==> config.mk <==
export PLATFORM = sky130hd
export DESIGN_NAME = dpdm_receiver
export DESIGN_NICKNAME = d
export VERILOG_FILES = /design/src/rtl/dpdm_receiver.sv
export SDC_FILE = /design/constraint.sdc
export NUM_CORES = 1
export LEC_CHECK = 0
export CAP_MARGIN = 20
export CORE_MARGIN = 2
export CORE_UTILIZATION = 39
export DETAILED_ROUTE_END_ITERATION = 12
export DONT_BUFFER_PORTS = 1
export GPL_TIMING_DRIVEN = 0
export PLACE_DENSITY = 0.56
export SLEW_MARGIN = 25
export SYNTH_ARGS = -nofsm -noshare
export SYNTH_HDL_FRONTEND = slang
export SYNTH_SLANG_ARGS = --single-unit
==> constraint.sdc <==
create_clock -name clk -period 4.1 [get_ports clk]
set_input_delay 0.82 -clock clk [delete_from_list [all_inputs] [get_ports clk]]
set_output_delay 0.82 -clock clk [all_outputs]
set_load 0.05 [all_outputs]
==> src/rtl/dpdm_receiver.sv <==
// -----------------------------------------------------------------------------
// dpdm_receiver
//
// Device-to-host DP/DM line receiver. While the bus is in read mode it
// captures one packet's raw line bits into a local buffer until end-of-packet
// (SE0, SE0, J). It then classifies the packet by its bit length and replays
// the bits as a contiguous bitstream, tagged with the packet type.
//
// Parameters:
//   TOK_BITS   line bits (sync included) in a token packet
//   DATA_BITS  line bits in a data packet
//   HS_BITS    line bits in a handshake packet
//   MAX_BITS   capture buffer depth (must be <= 127)
//
// Ports:
//   clk         system clock
//   rst_b       asynchronous active-low reset
//   rw          bus direction, 0 = read (receiver enabled), 1 = write
//   dp, dm      D+ / D- from the device (already synchronised)
//   bstr        replayed bitstream
//   bstr_ready  packet type while bstr is valid:
//               00 none, 01 token, 10 data, 11 handshake
//   rx_err      one-cycle error pulse
//   busy        high whenever the FSM is not in IDLE
// -----------------------------------------------------------------------------
module dpdm_receiver #(
    parameter int TOK_BITS  = 32,
    parameter int DATA_BITS = 92,
    parameter int HS_BITS   = 12,
    parameter int MAX_BITS  = 96
) (
    input  logic       clk,
    input  logic       rst_b,
    input  logic       rw,
    input  logic       dp,
    input  logic       dm,
    output logic       bstr,
    output logic [1:0] bstr_ready,
    output logic       rx_err,
    output logic       busy
);

    typedef enum logic [1:0] {
        L_SE0 = 2'b00,
        L_K   = 2'b01,
        L_J   = 2'b10,
        L_SE1 = 2'b11
    } line_e;

    typedef enum logic [2:0] {
        S_IDLE,
        S_CAPTURE,
        S_EOP1,
        S_EOP2,
        S_REPLAY,
        S_DRAIN
    } state_e;

    localparam logic [6:0] TOK_C  = 7'(TOK_BITS);
    localparam logic [6:0] DATA_C = 7'(DATA_BITS);
    localparam logic [6:0] HS_C   = 7'(HS_BITS);
    localparam logic [6:0] MAX_C  = 7'(MAX_BITS);

    line_e line;
    assign line = line_e'({dp, dm});

    state_e     state_q, state_d;
    logic [6:0] cnt_q, cnt_d;
    logic [6:0] rd_q, rd_d;
    logic [1:0] type_q, type_d;
    logic       ovr_q, ovr_d;      // K seen on the line during replay
    logic       bstr_q, bstr_d;
    logic [1:0] ready_q, ready_d;
    logic       rx_err_q, rx_err_d;
    logic       busy_q, busy_d;

    logic       buf_q [MAX_BITS];
    logic       buf_we;
    logic [6:0] buf_wa;
    logic       buf_wd;

    logic [1:0] match_type;
    logic       k_seen;

    // Packet type implied by the captured length; 00 means no match.
    always_comb begin
        match_type = 2'b00;
        if (cnt_q == TOK_C) begin
            match_type = 2'b01;
        end else if (cnt_q == DATA_C) begin
            match_type = 2'b10;
        end else if (cnt_q == HS_C) begin
            match_type = 2'b11;
        end
    end

    assign k_seen = !rw && (line == L_K);

    always_comb begin
        // NOTE: every signal gets a default before the case so no path
        // leaves one unassigned, which would otherwise infer a latch.
        state_d  = state_q;
        cnt_d    = cnt_q;
        rd_d     = rd_q;
        type_d   = type_q;
        ovr_d    = ovr_q;
        bstr_d   = 1'b0;
        ready_d  = 2'b00;
        rx_err_d = 1'b0;
        buf_we   = 1'b0;
        buf_wa   = cnt_q;
        buf_wd   = dp;

        unique case (state_q)
            S_IDLE: begin
                ovr_d = 1'b0;
                if (k_seen) begin
                    buf_we  = 1'b1;
                    buf_wa  = 7'd0;
                    cnt_d   = 7'd1;
                    state_d = S_CAPTURE;
                end
            end

            S_CAPTURE: begin
                if (rw) begin
                    state_d = S_IDLE;
                end else begin
                    unique case (line)
                        L_J, L_K: begin
                            if (cnt_q == MAX_C) begin
                                rx_err_d = 1'b1;
                                state_d  = S_DRAIN;
                            end else begin
                                buf_we = 1'b1;
                                cnt_d  = cnt_q + 7'd1;
                            end
                        end
                        L_SE0: state_d = S_EOP1;
                        L_SE1: begin
                            rx_err_d = 1'b1;
                            state_d  = S_DRAIN;
                        end
                    endcase
                end
            end

            S_EOP1: begin
                if (rw) begin
                    state_d = S_IDLE;
                end else if (line == L_SE0) begin
                    state_d = S_EOP2;
                end else begin
                    rx_err_d = 1'b1;
                    state_d  = S_DRAIN;
                end
            end

            S_EOP2: begin
                if (rw) begin
                    state_d = S_IDLE;
                end else if (line == L_J) begin
                    if (match_type != 2'b00) begin
                        // First bit goes out on this edge so it appears the
                        // cycle after the terminating J.
                        type_d  = match_type;
                        bstr_d  = buf_q[0];
                        ready_d = match_type;
                        rd_d    = 7'd1;
                        ovr_d   = 1'b0;
                        state_d = (cnt_q == 7'd1) ? S_IDLE : S_REPLAY;
                    end else begin
                        rx_err_d = 1'b1;
                        state_d  = S_IDLE;
                    end
                end else begin
                    rx_err_d = 1'b1;
                    state_d  = S_DRAIN;
                end
            end

            S_REPLAY: begin
                bstr_d  = buf_q[rd_q];
                ready_d = type_q;
                rd_d    = rd_q + 7'd1;
                ovr_d   = ovr_q | k_seen;
                // Leave on the edge that loads the last bit, so a K in the
                // following cycle is sampled by IDLE as a new start.
                if (rd_q == cnt_q - 7'd1) begin
                    state_d = (ovr_q || k_seen) ? S_DRAIN : S_IDLE;
                end
            end

            S_DRAIN: begin
                // Overrun error is reported one cycle after the last bit.
                if (ovr_q) begin
                    rx_err_d = 1'b1;
                    ovr_d    = 1'b0;
                end
                if (!rw && line == L_J) begin
                    state_d = S_IDLE;
                end
            end

            default: state_d = S_IDLE;
        endcase

        busy_d = (state_d != S_IDLE);
    end

    // NOTE: sequential state uses non-blocking assignments so every flop
    // samples the pre-edge values regardless of statement order.
    always_ff @(posedge clk or negedge rst_b) begin
        if (!rst_b) begin
            state_q  <= S_IDLE;
            cnt_q    <= 7'd0;
            rd_q     <= 7'd0;
            type_q   <= 2'b00;
            ovr_q    <= 1'b0;
            bstr_q   <= 1'b0;
            ready_q  <= 2'b00;
            rx_err_q <= 1'b0;
            busy_q   <= 1'b0;
        end else begin
            state_q  <= state_d;
            cnt_q    <= cnt_d;
            rd_q     <= rd_d;
            type_q   <= type_d;
            ovr_q    <= ovr_d;
            bstr_q   <= bstr_d;
            ready_q  <= ready_d;
            rx_err_q <= rx_err_d;
            busy_q   <= busy_d;
        end
    end

    // NOTE: the capture buffer is deliberately not reset; it is only read
    // back after being written, so resetting it would just cost logic.
    always_ff @(posedge clk) begin
        if (buf_we) begin
            buf_q[buf_wa] <= buf_wd;
        end
    end

    assign bstr       = bstr_q;
    assign bstr_ready = ready_q;
    assign rx_err     = rx_err_q;
    assign busy       = busy_q;

endmodule

==> results by group <==
Setup path
  – Kind of end point of the critical path: register
  – Max incr delay on CP: 0.67 ns
  – Slowest-stage cell, CP: nand4_1
  – Worst endpoint data arrival time: 3.84 ns
  – CP cell instances: buf_1, inv_1, ha_1, or4b_4, o2111a_1, clkbuf_1, nand4_1, nor4_1
  – Worst Path Required: 4.18 ns
  – CP Max Fanout: 10
  – Startpoint Class: register
  – Critical path type: register to register

Power
  – Switch share: 31.6%
  – Comb power frac: 28.8%
  – Clock share of power: 33.6%
  – Pwr Density: 623 mW/mm^2
  – Switching power total: 1.30 mW
  – Power Total: 4.11 mW
  – Internal Pwr Total: 2.81 mW
  – Sequential share of power: 37.6%
  – Worst vdd ir: 0.000345 V
  – Pleak: 2.18 nW

STA
  – Final Hold Fails: 0
  – Min Tclk post-route: 3.76 ns
  – Clock Skews: 0.00834 ns
  – Final setup TNS: 0 ns
  – RSZ-0062 raised after global routing: no
  – Final setup violation count: 0
  – Pin slew with the least headroom to its limit: 0.800 ns
  – Maximum clock frequency: 0.266 GHz
  – Normalized max-slew margin: 46.7%
  – Final Max Tran Viols: 0
  – Tcrit/Tclk final: 91.8%

Route
  – Routed WL: 13700 um
  – Vias: 3842
  – Initial DRC Count: 371
  – DR DRC count: 0
  – Post-DRT Antenna Nets: 0
  – Per-cell routed wire length: 19.6 um
  – Detailed-router iteration count before antenna repair: 5
  – Mean number of vias per cell: 5.53

Die
  – Die area: 0.0159 mm^2
  – Die Ht: 126 um
  – Placement row count: 44
  – I/O pins: 10
  – Initial Util: 40.0%
  – Chip width: 126 um
  – Core Region: 0.0146 mm^2

CTS
  – Cts bufs inserted: 17
  – CTS Buffer Depth: 2
  – Setup bufs post-CTS: 0
  – Number of clock sinks: 121
  – H-tree depth: 4
  – Cts hold-fix bufs: 0
  – Resize count post-CTS: 0
  – Clock slew at reported path FFs: 0.06 ns
  – CTS Root Buffer Type: clkbuf_16
  – CTS tree: built
  – Clk_lat worst skew: 0.42 ns

Synth
  – Async S/R FF share, synth: 20.7%
  – Syn_area_per_cell: 12.1 um^2
  – Post-Syn Nets: 492
  – Cell Area, Synth: 0.00583 mm^2
  – Area leader, netlist: edfxtp_1
  – Post-synth EDFFs: 96
  – Synth Flop Type: edfxtp_1
  – FF+latch count, synth: 121
  – Synth top area cells: edfxtp_1, dfrtp_1, mux4_2, nor2_1, xor2_1
  – Ys Warns: 0
  – Synth Instances: 480
  – Post-synthesis sequential area ratio: 60.2%
  – Netlist cell types: 54
  – Post-synth top area share: 49.4%

Finish
  – Share of cells above drive strength 1: 11.9%
  – Nets@finish: 511
  – Final Non-Filler Cells: 695
  – Synthesis-to-layout area growth: 13.3%
  – ANT cells: 0
  – Post-Route Utilization: 45.3%

Worst hold path
  – Hold Crit Class: input pin to async pin

Placement
  – Routability cong.: 0.846
  – Post-DP HPWL: 8940 um
  – DP Cell Count: 664
  – Port buffer count: 0

Global routing
  – Overall Global Routing Usage: 18.6%
  – Vias in the first global route: 3952
  – Largest net degree at the start of global routing: 100
  – First-pass GRT wire length: 22100 um
  – Grt ovf: 0
  – Initial antenna violation count: 0

Run status
  – Status: finished, final reports clean

Job
  – Max-cap violations: 0
## Yosys cell counts (all sizes together) (11+ instances only)
cell    count
nor2      125
edfxtp     96
dfrtp      25
clkbuf     24
mux4       23
nand2      23
o21ai      17
nand3      14
a21oi      11
inv        11
xor2       11
## power groups by stage
stage,Combinational (mW),Clock [mW],Sequential [mW]
CTS,1.19,1.40,1.55
finish,1.19,1.38,1.55
detailed placement,1.19,0,1.57
global route,1.31,1.46,1.56
global placement,1.18,0,1.57
floorplan,0.912,0,1.54
## final cells by class
| cell class | instances | area [um^2] |
|---|---|---|
| Sequential cell | 121 | 3510 |
| Fill cell | 1325 | 7980 |
| Inverter | 11 | 41.3 |
| Buffer | 31 | 129 |
| Clock inverter | 10 | 104 |
| Multi-Input combinational cell | 317 | 2150 |
| Tap cell | 184 | 230 |
| Clock buffer | 21 | 440 |
## final timing paths
kind | start | to | slack (ns) | cells past startpoint
worst min-delay path | rst_b | cnt_q[6]$_DFFE_PN0P_ | 0.09 | 0
worst max register to register | cnt_q[0]$_DFFE_PN0P_ | buf_q[31]$_DFFE_PP_ | 0.34 | 8
min in group clk | dp | buf_q[14]$_DFFE_PP_ | 0.51 | 0
worst max-delay path | cnt_q[0]$_DFFE_PN0P_ | buf_q[31]$_DFFE_PP_ | 0.34 | 8
max in group asynchronous | rst_b | rd_q[5]$_DFFE_PN0P_ | 3.93 | 0
worst min register to register | type_q[1]$_DFFE_PN0P_ | type_q[1]$_DFFE_PN0P_ | 0.53 | 2
## state kept, by name (all words and copies together), names as in the netlist
name / count
type_q: 2
bstr: 1
cnt_q: 7
busy: 1
rx_err: 1
state_q: 3
ovr_q: 1
bstr_ready: 2
buf_q: 96
rd_q: 7
## routing by layer
metal / global-route usage (%) / vias up / wire length [um]
li1: - / 1786 / -
met1: 24.4 / 1932 / 6060
met2: 29.5 / 107 / 6520
met3: 5.82 / 17 / 876
met4: 6.01 / 0 / 197
met5: 0 / - / 0
## cell usage in the layout (no fill, tap or decap), drive strengths merged, types with 2 or more instances in the layout
| master | instances |
|---|---|
| nand2 | 23 |
| o211ai | 3 |
| mux2i | 5 |
| nand3b | 3 |
| a311oi | 2 |
| nand2b | 4 |
| xnor2 | 5 |
| o2111a | 2 |
| or4b | 2 |
| clkinv | 6 |
| edfxtp | 96 |
| clkbuf | 45 |
| bufinv | 2 |
| nor3 | 6 |
| a21oi | 11 |
| o221ai | 3 |
| nand3 | 14 |
| nor2b | 7 |
| inv | 11 |
| nand4 | 5 |
| ha | 7 |
| o21ai | 17 |
| o22ai | 2 |
| nor4 | 3 |
| and2 | 2 |
| nor3b | 4 |
| o31ai | 2 |
| mux2 | 7 |
| xor2 | 11 |
| dfrtp | 25 |
| clkinvlp | 2 |
| nor2 | 125 |
| buf | 7 |
| mux4 | 23 |
## cells by family (layout without fill, tap and decap cells)
kind of cell / after synthesis / in the layout / synth area share, %
AO/OA/AOI/OAI: 55 / 55 / 6.35
XOR/XNOR: 16 / 16 / 2.40
adder cells (fa/ha/maj): 7 / 7 / 1.50
buffers and inverters: 42 / 73 / 2.92
flip-flops: 121 / 121 / 60.2
multiplexers: 35 / 35 / 11.1
AND/OR/NAND/NOR: 204 / 204 / 15.6
## through the flow
step / hold slack [ns] / worst slack (ns) / instance area, um^2
floorplan: 0.463 / 1.17 / 5830
global placement: 0.520 / 0.401 / 6060
detailed placement: 0.525 / 0.390 / 6060
CTS: 0.0787 / 0.396 / 6610
global route: 0.0765 / 0.0734 / 6610
finish: 0.0939 / 0.336 / 6610
## critical path: cells and delay by family, from the launching register on
| family | cells | cell delay [ns] |
|---|---|---|
| simple gates | 3 | 1.48 |
| buf+inv | 3 | 0.89 |
| flops | 1 | 0.40 |
| compound gates | 1 | 0.33 |
| fa+ha+maj | 1 | 0.31 |
Power figures use the tool's default switching activity.
